<file path="config.mk">
export PLATFORM = sky130hd
export DESIGN_NAME = i2c_master_arbiter
export DESIGN_NICKNAME = d
export VERILOG_FILES = /design/src/rtl/i2c_master_arbiter.sv
export SDC_FILE = /design/constraint.sdc
export NUM_CORES = 1
export LEC_CHECK = 0
export CORE_UTILIZATION = 42
export DETAILED_ROUTE_END_ITERATION = 12
export GPL_ROUTABILITY_DRIVEN = 0
export HOLD_SLACK_MARGIN = 0.08
export PLACE_DENSITY = 0.95
export SETUP_SLACK_MARGIN = 0.15
export SLEW_MARGIN = 20
export SYNTH_ARGS = -nofsm -noshare
export SYNTH_HDL_FRONTEND = slang
export SYNTH_SLANG_ARGS = --single-unit
</file>
<file path="constraint.sdc">
create_clock -name clk -period 4.1 [get_ports clk]
set_input_delay 0.82 -clock clk [delete_from_list [all_inputs] [get_ports clk]]
set_output_delay 0.82 -clock clk [all_outputs]
set_load 0.1 [all_outputs]
</file>
<file path="src/rtl/i2c_master_arbiter.sv">
// rtl/i2c_master_arbiter.sv - round-robin arbiter sharing one I2C master engine; optional watchdog via I2C_ARB_TIMEOUT_EN
module i2c_master_arbiter #(
    parameter int         NUM_REQ        = 3,
    parameter logic [7:0] DEV_ADDR_W     = 8'hC0,
    parameter int         TIMEOUT_CYCLES = 500000
) (
    input  logic                   clk,
    input  logic                   i_rst,
    input  logic [NUM_REQ-1:0]     i_req,
    input  logic [NUM_REQ-1:0]     i_rw,
    input  logic [16*NUM_REQ-1:0]  i_addr,
    input  logic [8*NUM_REQ-1:0]   i_wdata,
    output logic [NUM_REQ-1:0]     o_grant,
    output logic [NUM_REQ-1:0]     o_ack,
    output logic [7:0]             o_rdata,
    output logic                   o_err,
    output logic                   o_mst_write,
    output logic                   o_mst_read,
    output logic [7:0]             o_slave_addr,
    output logic [7:0]             o_cmd_byte,
    output logic [7:0]             o_num_bytes,
    output logic [31:0]            o_din,
    input  logic                   i_busy,
    input  logic                   i_data_out_valid,
    input  logic [31:0]            i_data_out,
    input  logic                   i_rxak,
    input  logic                   i_arb_lost,
    output logic                   o_arb_lost_clr,
    output logic                   o_soft_rst
);

    localparam int LG_W = (NUM_REQ > 1) ? $clog2(NUM_REQ) : 1;

    typedef enum logic [2:0] {
        IDLE, WR_ISSUE, WR_BUSY, WR_DONE, RD_ISSUE, RD_BUSY, RD_DONE, RESP
    } state_t;

    state_t             state_q;
    logic [LG_W-1:0]    last_grant_q;
    logic [LG_W-1:0]    owner_q;
    logic               rw_q;
    logic [7:0]         rd_byte_q;
    logic               rd_seen_q;
    logic [NUM_REQ-1:0] grant_q;
    logic [NUM_REQ-1:0] ack_q;
    logic [7:0]         rdata_q;
    logic               err_q;
    logic               mst_write_q;
    logic               mst_read_q;
    logic [7:0]         slave_addr_q;
    logic [7:0]         cmd_byte_q;
    logic [7:0]         num_bytes_q;
    logic [31:0]        din_q;
    logic               arb_lost_clr_q;

    logic               sel_valid_d;
    logic [LG_W-1:0]    sel_idx_d;
    logic [LG_W-1:0]    cand_d;
    logic [NUM_REQ-1:0] sel_oh_d;
    logic               sel_rw_d;
    logic [15:0]        sel_addr_d;
    logic [7:0]         sel_wdata_d;
    logic               rd_ok_d;
    logic [7:0]         rd_byte_d;
    logic               tmo_hit;
    logic               unused_hi;

    assign unused_hi = ^i_data_out[31:8];

    // Rotating priority search: first pending request after the last owner
    always_comb begin
        sel_valid_d = 1'b0;
        sel_idx_d   = '0;
        cand_d      = '0;
        for (int i = 1; i <= NUM_REQ; i++) begin
            cand_d = LG_W'((int'(last_grant_q) + i) % NUM_REQ);
            if (!sel_valid_d && i_req[cand_d]) begin
                sel_valid_d = 1'b1;
                sel_idx_d   = cand_d;
            end
        end
    end

    // Payload mux for the selected requester
    always_comb begin
        sel_oh_d    = '0;
        sel_rw_d    = 1'b0;
        sel_addr_d  = '0;
        sel_wdata_d = '0;
        for (int k = 0; k < NUM_REQ; k++) begin
            if (sel_idx_d == LG_W'(k)) begin
                sel_oh_d[k] = 1'b1;
                sel_rw_d    = i_rw[k];
                sel_addr_d  = i_addr[16*k +: 16];
                sel_wdata_d = i_wdata[8*k +: 8];
            end
        end
    end

    // A byte arriving in the same cycle busy drops still counts
    assign rd_ok_d   = rd_seen_q | i_data_out_valid;
    assign rd_byte_d = i_data_out_valid ? i_data_out[7:0] : rd_byte_q;

`ifdef I2C_ARB_TIMEOUT_EN
    localparam int TMO_W = (TIMEOUT_CYCLES > 2) ? $clog2(TIMEOUT_CYCLES) : 1;

    logic [TMO_W-1:0] tmo_q;
    logic             soft_rst_q;
    logic             in_wait;

    assign in_wait = (state_q == WR_BUSY) || (state_q == WR_DONE) ||
                     (state_q == RD_BUSY) || (state_q == RD_DONE);
    assign tmo_hit = in_wait && (tmo_q == TMO_W'(TIMEOUT_CYCLES - 1));

    // Watchdog: restart at each issue, count while waiting on the master
    always_ff @(posedge clk) begin
        if (i_rst) begin
            tmo_q <= '0;
        end else if (state_q == WR_ISSUE || state_q == RD_ISSUE) begin
            tmo_q <= '0;
        end else if (in_wait) begin
            tmo_q <= tmo_q + 1'b1;
        end
    end

    // Soft-reset pulse coincides with the RESP cycle of a timed-out op
    always_ff @(posedge clk) begin
        if (i_rst) begin
            soft_rst_q <= 1'b0;
        end else begin
            soft_rst_q <= tmo_hit;
        end
    end

    assign o_soft_rst = soft_rst_q;
`else
    logic unused_tmo;

    assign unused_tmo = (TIMEOUT_CYCLES == 0);
    assign tmo_hit    = 1'b0;
    assign o_soft_rst = 1'b0;
`endif

    // Arbitration and I2C command/handshake sequencer with registered outputs
    always_ff @(posedge clk) begin
        if (i_rst) begin
            state_q        <= IDLE;
            last_grant_q   <= LG_W'(NUM_REQ - 1);
            owner_q        <= '0;
            rw_q           <= 1'b0;
            rd_byte_q      <= '0;
            rd_seen_q      <= 1'b0;
            grant_q        <= '0;
            ack_q          <= '0;
            rdata_q        <= '0;
            err_q          <= 1'b0;
            mst_write_q    <= 1'b0;
            mst_read_q     <= 1'b0;
            slave_addr_q   <= '0;
            cmd_byte_q     <= '0;
            num_bytes_q    <= '0;
            din_q          <= '0;
            arb_lost_clr_q <= 1'b0;
        end else begin
            mst_write_q    <= 1'b0;
            mst_read_q     <= 1'b0;
            ack_q          <= '0;
            arb_lost_clr_q <= 1'b0;
            if (tmo_hit) begin
                err_q          <= 1'b1;
                rdata_q        <= '0;
                ack_q          <= grant_q;
                arb_lost_clr_q <= i_arb_lost;
                state_q        <= RESP;
            end else begin
                case (state_q)
                    IDLE: begin
                        if (sel_valid_d) begin
                            grant_q      <= sel_oh_d;
                            owner_q      <= sel_idx_d;
                            rw_q         <= sel_rw_d;
                            mst_write_q  <= 1'b1;
                            slave_addr_q <= DEV_ADDR_W;
                            cmd_byte_q   <= sel_addr_d[15:8];
                            if (sel_rw_d) begin
                                num_bytes_q <= 8'd1;
                                din_q       <= {24'h0, sel_addr_d[7:0]};
                            end else begin
                                num_bytes_q <= 8'd2;
                                din_q       <= {16'h0, sel_wdata_d, sel_addr_d[7:0]};
                            end
                            state_q <= WR_ISSUE;
                        end
                    end
                    WR_ISSUE: state_q <= WR_BUSY;
                    WR_BUSY: begin
                        if (i_busy) state_q <= WR_DONE;
                    end
                    WR_DONE: begin
                        if (!i_busy) begin
                            if (i_rxak || i_arb_lost || !rw_q) begin
                                err_q          <= i_rxak | i_arb_lost;
                                rdata_q        <= '0;
                                ack_q          <= grant_q;
                                arb_lost_clr_q <= i_arb_lost;
                                state_q        <= RESP;
                            end else begin
                                mst_read_q   <= 1'b1;
                                slave_addr_q <= DEV_ADDR_W | 8'h01;
                                num_bytes_q  <= 8'd1;
                                rd_seen_q    <= 1'b0;
                                state_q      <= RD_ISSUE;
                            end
                        end
                    end
                    RD_ISSUE: state_q <= RD_BUSY;
                    RD_BUSY: begin
                        if (i_busy) state_q <= RD_DONE;
                    end
                    RD_DONE: begin
                        if (i_data_out_valid) begin
                            rd_byte_q <= i_data_out[7:0];
                            rd_seen_q <= 1'b1;
                        end
                        if (!i_busy) begin
                            err_q          <= i_rxak | i_arb_lost | ~rd_ok_d;
                            rdata_q        <= rd_byte_d;
                            ack_q          <= grant_q;
                            arb_lost_clr_q <= i_arb_lost;
                            state_q        <= RESP;
                        end
                    end
                    RESP: begin
                        grant_q      <= '0;
                        err_q        <= 1'b0;
                        rdata_q      <= '0;
                        last_grant_q <= owner_q;
                        state_q      <= IDLE;
                    end
                    default: state_q <= IDLE;
                endcase
            end
        end
    end

    assign o_grant        = grant_q;
    assign o_ack          = ack_q;
    assign o_rdata        = rdata_q;
    assign o_err          = err_q;
    assign o_mst_write    = mst_write_q;
    assign o_mst_read     = mst_read_q;
    assign o_slave_addr   = slave_addr_q;
    assign o_cmd_byte     = cmd_byte_q;
    assign o_num_bytes    = num_bytes_q;
    assign o_din          = din_q;
    assign o_arb_lost_clr = arb_lost_clr_q;

endmodule

</file>
==> results of run 1 <==
registers in the layout, summed over array words and instances, names as in the netlist, 2 cells and up:
| register | cells |
|---|---|
| state_q | 3 |
| last_grant_q | 2 |
| o_rdata | 8 |
| o_cmd_byte | 8 |
| o_din | 16 |
| o_grant | 3 |
| o_ack | 3 |
| rd_byte_q | 8 |
| o_slave_addr | 2 |
| o_num_bytes | 2 |
| owner_q | 2 |
layout make-up:
| type | instances | area share [%] |
|---|---|---|
| multi-input cells | 271 | 36.8 |
| repair buffers | 144 | 29.2 |
| flip-flops and latches | 63 | 25.8 |
| well taps | 102 | 2.61 |
| clock buffers | 9 | 2.54 |
| clock inverters | 7 | 2.10 |
| inverters | 12 | 0.923 |
report_power, final:
group	switching [mW]	internal (mW)
clock	0.259	0.349
combinational	0.558	0.225
sequential	0.0336	0.658
total	0.851	1.23
layout by cell type, fill, tap and decap left out, drive strengths merged, types with 2 or more instances in the layout:
| cell | count |
|---|---|
| nand2 | 36 |
| o31ai | 2 |
| a21bo | 2 |
| mux2 | 16 |
| clkbuf | 9 |
| or3b | 2 |
| inv | 15 |
| buf | 6 |
| o21ai | 8 |
| clkdlybuf4s50 | 138 |
| bufinv | 2 |
| nor3 | 5 |
| a21boi | 2 |
| nor2 | 33 |
| o22ai | 17 |
| a31oi | 2 |
| ha | 3 |
| nand2b | 2 |
| o211ai | 2 |
| nor2b | 4 |
| nand3 | 5 |
| a21oi | 22 |
| mux2i | 40 |
| a22o | 8 |
| and2 | 4 |
| dfxtp | 63 |
| a211oi | 2 |
| conb | 28 |
| or3 | 4 |
| nand4 | 2 |
| o2bb2ai | 4 |
worst reg2reg max path: stages, from the launching register on:
cell and delay [ps]:
sky130_fd_sc_hd__dfxtp_1 400, sky130_fd_sc_hd__inv_1 70, sky130_fd_sc_hd__ha_1 390, sky130_fd_sc_hd__nor4bb_1 380, sky130_fd_sc_hd__and3_1 230, sky130_fd_sc_hd__or3_1 500
sky130_fd_sc_hd__buf_4 390, sky130_fd_sc_hd__mux2_2 380, sky130_fd_sc_hd__mux2i_1 160, sky130_fd_sc_hd__o22ai_1 100
logic make-up after synthesis:
group,after synthesis,synth area share (%)
xor+xnor,1,0.263
buf+inv,64,11.4
mux,56,18.6
compound gates,78,15.7
other cells,1,0.113
simple gates,105,14.9
flops,63,37.9
fa+ha+maj,3,1.13
through the flow:
step,util [%],instances
CTS,63.5,608
global route,63.5,608
floorplan,-,398
global placement,60.5,592
detailed placement,60.5,592
finish,63.5,608
worst min-delay path by stage:
stage	endpoint	slack, ps	cells past startpoint	startpoint
2_1_floorplan	rw_q$_SDFFE_PP0P_	430	2	rw_q$_SDFFE_PP0P_
3_3_place_gp	o_num_bytes[0]$_SDFFE_PP0P_	440	2	o_num_bytes[0]$_SDFFE_PP0P_
3_5_place_dp	owner_q[1]$_SDFFE_PP0P_	450	2	owner_q[1]$_SDFFE_PP0P_
4_1_cts	owner_q[1]$_SDFFE_PP0P_	470	2	owner_q[1]$_SDFFE_PP0P_
5_1_grt	owner_q[1]$_SDFFE_PP0P_	480	2	owner_q[1]$_SDFFE_PP0P_
6_report	o_rdata[2]$_SDFFE_PP0P_	460	2	o_rdata[2]$_SDFFE_PP0P_
layer usage:
| metal | global-route usage, % | routed length, um | vias to the layer above |
|---|---|---|---|
| li1 | - | - | 1505 |
| met3 | 6.70 | 674 | 19 |
| met4 | 9.92 | 191 | 0 |
| met5 | 0 | 0 | - |
| met1 | 22.5 | 3340 | 1461 |
| met2 | 39.3 | 4510 | 160 |
cell usage after synthesis (all sizes together):
master   count
and2         4
o221a        1
nand4bb      1
o211ai       2
nor2b        4
nor4bb       1
o21ai        8
dfxtp       63
or3          4
xnor2        1
or2          1
nor3         5
and4b        1
a22oi        1
a211oi       2
mux2        16
nand2b       2
mux2i       40
o31ai        2
conb         1
a21boi       2
o221ai       1
inv         12
o2bb2ai      4
a22o         8
nand2       36
nand4        2
a31o         1
o2111a       1
o22ai       17
buf         35
nand3b       1
a21bo        2
or3b         2
or4          1
ha           3
and4         1
clkbuf      17
a221oi       1
and3         1
a21oi       22
a21o         1
a31oi        2
nor2        33
nand3        5
==> metrics, run 1 <==
result of the run=finished, final reports clean; warnings from Yosys=0; cell area after technology mapping=approximately 3300 um2; Data required, critical path=around 4300 ps; largest cells by area after synthesis=sky130_fd_sc_hd__dfxtp_1, sky130_fd_sc_hd__mux2i_1, sky130_fd_sc_hd__buf_4; critical path class=in -> reg; source-to-sink clock delay at the later pin of the worst-skew pair=340 ps; number of endpoints with negative hold slack in the final report=0; final instance area=4880 um2; Antenna Diode Count=0; Post-CTS Hold Fix Bufs=0; average routed wire per standard cell=approximately 14 um; Synth top area share=37.9%; growth of design area from synthesis to finish=46.6%; multi-input gate area in the final layout=approximately 1800 um2; effective utilization at floorplan=43.3%; 1st-iter DRT viols=129; Die Width=a little over 90 um; remaining antenna violation count=0; global-route usage over all layers=around 22%; input/output buffers=roughly 140; fin worst setup slack=~840 ps; setup slack after placement=roughly 540 ps; mean instance size in the synthesized netlist=8.97 um2; via-per-instance ratio=just over 5; Max FO, Critical Path=17; number of top-level pins=between 150 and 200; CTS tree=built; largest incremental delay on the critical path=about 580 ps; Unique masters post-synth=54; Worst Path Arrival=approximately 3500 ps; class of the tightest hold or removal check=reg -> reg; wire length of the first global-routing pass=14200 um; Min Clock Period, post-route=between 3000 and 4000 ps; cell breakdown of the critical path=clkdlybuf4s50_1, nor4bb_1, and3_1, or3_1, buf_4, mux2_2, mux2i_1, o22ai_1; via count of the first global-routing pass=slightly above 3000; pin slew with the least headroom to its limit=1020 ps; die height=between 90 and 100 um; sum of negative setup slack=0 ps; max-cap viol count=0; setup repair after global routing missed its margin=false; worst reg2reg endpoint=o_cmd_byte[4]$_SDFFE_PP0P_; Cell Pwr Density=427 nW/um2; Sinks on Clock Net=63; Cell Area, Placed=approximately 4700 um2; largest net degree at the start of global routing=34; count of unresolved DRC violations after routing=0; CP top delay family=simple AND/OR/NAND/NOR gates; gr ovfl total=0; clock-pin slew on the worst setup and hold paths=~80 ps; CP max stage cell=sky130_fd_sc_hd__clkdlybuf4s50_1; Max Root-Sink Buffers=2; flip-flop and latch count after synthesis=63; highest clock rate=a little over 0.3 GHz; number of buffers inserted by post-CTS setup repair=0; buffer type at the clock tree root=sky130_fd_sc_hd__clkbuf_8; TritonCTS Buffers=9; reg-to-reg setup timing slack=1000 ps; count of cell instances traversed by the critical path=8; worst hold slack across all endpoints=about 460 ps; number of cells on the worst reg-to-reg path=9; floorplan core area=slightly below 8000 um2; post-detailed-placement half-perimeter wirelength=approximately 6600 um; fin crit share=79.5%; number of filler instances in the final layout=around 600; Max transition margin=about a third; total power of the final layout=2.08 mW; Critical path destination=o_cmd_byte[4]$_SDFFE_PP0P_; maximum vdd ir drop=about 220 uV; Crit Reg-Reg Startpoint=last_grant_q[0]$_SDFFE_PP0P_; htree depth=3; Static Leak=approximately 2 nW; CTS resizes=0; cell count after synthesis=~370; Critical Path Sink Type=register; row cnt=32; cell type contributing the most total cell area after synthesis=sky130_fd_sc_hd__dfxtp_1; final worst clock skew=approximately 11 ps; Die ar.=between 8000 and 9000 um2; first-pass detailed-route iteration total=4; Via Count=3145; layout cell share with drive strength beyond 1=~8.7%; Nets=between 600 and 700; total routed wirelength=around 8700 um; sequential-to-total area share from yosys stat=~38%; critical path startpoint=i_req[1]; antenna violations before repair=0; storage element area=between 1000 and 1500 um2; # setup viols final=0; type of element launching the critical path=input port; Slew Limit Fails=0; number of buffers and inverters on the critical path=2
No activity file was read; power rests on OpenSTA's default activity.
==> run 2, diff against run 1 <==
Settings changed: CORE_UTILIZATION 42 to 35, PLACE_DENSITY 0.95 to 0.9.
Clock period 4.1 ns to 2.9 ns, I/O delays scaled along.
==> metrics, run 2 (synthesized netlist as in run 1, its figures left out) <==
fin crit share=88.5%; effective utilization at floorplan=36.0% (was 43.3%); Largest register FFs=16 (unchanged); # setup viols final=0 (unchanged); largest net degree at the start of global routing=23 (was 34); Data required, critical path=3120 ps (was 4330 ps); most used cells in the layout excluding fill and tap cells=sky130_fd_sc_hd__clkdlybuf4s50_1, sky130_fd_sc_hd__dfxtp_1, sky130_fd_sc_hd__buf_4, sky130_fd_sc_hd__mux2i_1, sky130_fd_sc_hd__nand2_1 (was sky130_fd_sc_hd__clkdlybuf4s50_1, sky130_fd_sc_hd__dfxtp_1, sky130_fd_sc_hd__mux2i_1, sky130_fd_sc_hd__nand2_1, sky130_fd_sc_hd__nor2_1); Max Root-Sink Buffers=2 (unchanged); wire length of the first global-routing pass=13400 um (was 14200 um); Nets=625 (was 620); sum of negative setup slack=0 ps (unchanged); critical path class=in -> reg (unchanged); class of the tightest hold or removal check=reg -> reg (unchanged); via-per-instance ratio=4.84 (was 5.17); first-pass detailed-route iteration total=4 (unchanged); number of endpoints with negative hold slack in the final report=0 (unchanged); final worst clock skew=12.1 ps (was 10.9 ps); htree depth=3 (unchanged); Static Leak=2.08 nW (was 1.99 nW); max-cap viol count=0 (unchanged); Critical Path Sink Type=register (unchanged); most frequent standard cell in the layout excluding fill and tap cells=sky130_fd_sc_hd__clkdlybuf4s50_1 (unchanged); source-to-sink clock delay at the later pin of the worst-skew pair=340 ps (about the same); remaining antenna violation count=0 (unchanged); setup repair after global routing missed its margin=false (unchanged); global-route usage over all layers=17.1% (was 21.6%); Cell Pwr Density=584 nW/um2 (was 427 nW/um2); CTS resizes=0 (unchanged); number of top-level pins=191 (unchanged); antenna violations before repair=0 (unchanged); input/output buffers=138 (unchanged); Die ar.=9910 um2 (was 8290 um2); number of buffers inserted by post-CTS setup repair=0 (unchanged); count of unresolved DRC violations after routing=0 (unchanged); Antenna Diode Count=0 (unchanged); CTS tree=built (unchanged); total routed wirelength=8580 um (was 8720 um); clock-pin slew on the worst setup and hold paths=80 ps (about the same); pin slew with the least headroom to its limit=684 ps (was 1020 ps); Die Width=99.5 um (was 91.0 um); Worst Path Arrival=2790 ps (was 3490 ps); floorplan core area=9240 um2 (was 7690 um2); layout cell share with drive strength beyond 1=18.2% (was 8.70%); Sinks on Clock Net=63 (unchanged); Slew Limit Fails=0 (unchanged); row cnt=35 (was 32); reg-to-reg setup timing slack=370 ps (was 1000 ps); type of element launching the critical path=input port (unchanged); Max transition margin=54.4% (was 32.1%); via count of the first global-routing pass=2920 (was 3093); Min Clock Period, post-route=approximately 2600 ps; post-detailed-placement half-perimeter wirelength=6560 um (was 6630 um); average routed wire per standard cell=13.4 um (was 14.3 um); result of the run=finished, final reports clean (unchanged); TritonCTS Buffers=9 (unchanged); Via Count=3093 (was 3145); Max FO, Critical Path=16 (was 17); Post-CTS Hold Fix Bufs=0 (unchanged); growth of design area from synthesis to finish=44.2% (was 46.6%); die height=99.5 um (was 91.0 um); buffer type at the clock tree root=sky130_fd_sc_hd__clkbuf_8 (unchanged); gr ovfl total=0 (unchanged); highest clock rate=~0.39 GHz; 1st-iter DRT viols=116 (was 129); maximum vdd ir drop=288 uV (was 217 uV); worst hold slack across all endpoints=462 ps (was 463 ps)
[run 2: cell type report]
class,count,area [um2]
clock buffer,11,131
clock inverter,4,47.5
fill,811,4440
inverter,12,45.0
multi-input combinational,271,1790
sequential,63,1260
tap,129,161
timing repair buffer,149,1360
[run 2: metal layers]
layer | track usage, % | share of wire, % | routed length (um)
met5 | 0 | 0 | 0
met4 | 8.82 | 2.4 | 202
met3 | 4.78 | 7.6 | 649
met2 | 29.8 | 49 | 4190
met1 | 19.0 | 41 | 3530
[run 2: report_power, final]
part	leakage, nW	switching (mW)	total (mW)	internal [mW]
sequential	0.514	0.0440	0.975	0.931
combinational	1.48	0.789	1.09	0.306
clock	0.0892	0.342	0.732	0.390
total	2.08	1.17	2.80	1.63
[run 2: critical path, stage by stage]
cell,delay (ps)
sky130_fd_sc_hd__clkdlybuf4s50_1,570
sky130_fd_sc_hd__inv_1,100
sky130_fd_sc_hd__o221a_2,310
sky130_fd_sc_hd__or3_1,480
sky130_fd_sc_hd__buf_12,210
sky130_fd_sc_hd__mux2_4,290
sky130_fd_sc_hd__mux2i_1,140
sky130_fd_sc_hd__o22ai_1,100
[run 2: worst paths after layout]
kind / startpoint / end / depth (start not counted)
setup / recovery: i_req[1] / o_din[5]$_SDFFE_PP0P_ / 8
hold / removal: o_num_bytes[0]$_SDFFE_PP0P_ / o_num_bytes[0]$_SDFFE_PP0P_ / 2
setup reg to reg: last_grant_q[0]$_SDFFE_PP0P_ / o_din[5]$_SDFFE_PP0P_ / 9
hold reg to reg: o_num_bytes[0]$_SDFFE_PP0P_ / o_num_bytes[0]$_SDFFE_PP0P_ / 2
[run 2: stage by stage]
stage                     instance area [um2]  utilization (%)  std cells  setup slack, ps  total power [mW]
final                                    4800             51.9        639              333              2.80
after global routing                     4800             51.9        639              250              2.91
after CTS                                4800             51.9        639              372              2.82
after detailed placement                 4620             50.0        624             15.6              2.09
after global placement                   4620             50.0        624             70.5              2.07
after floorplan                          3430                -        398              547              1.83
==> run 3, diff against run 2 <==
Settings changed: SLEW_MARGIN 20 to 10.
==> results of run 3 <==
No change in the layout: final DEF, timing and power equal those of run 2.
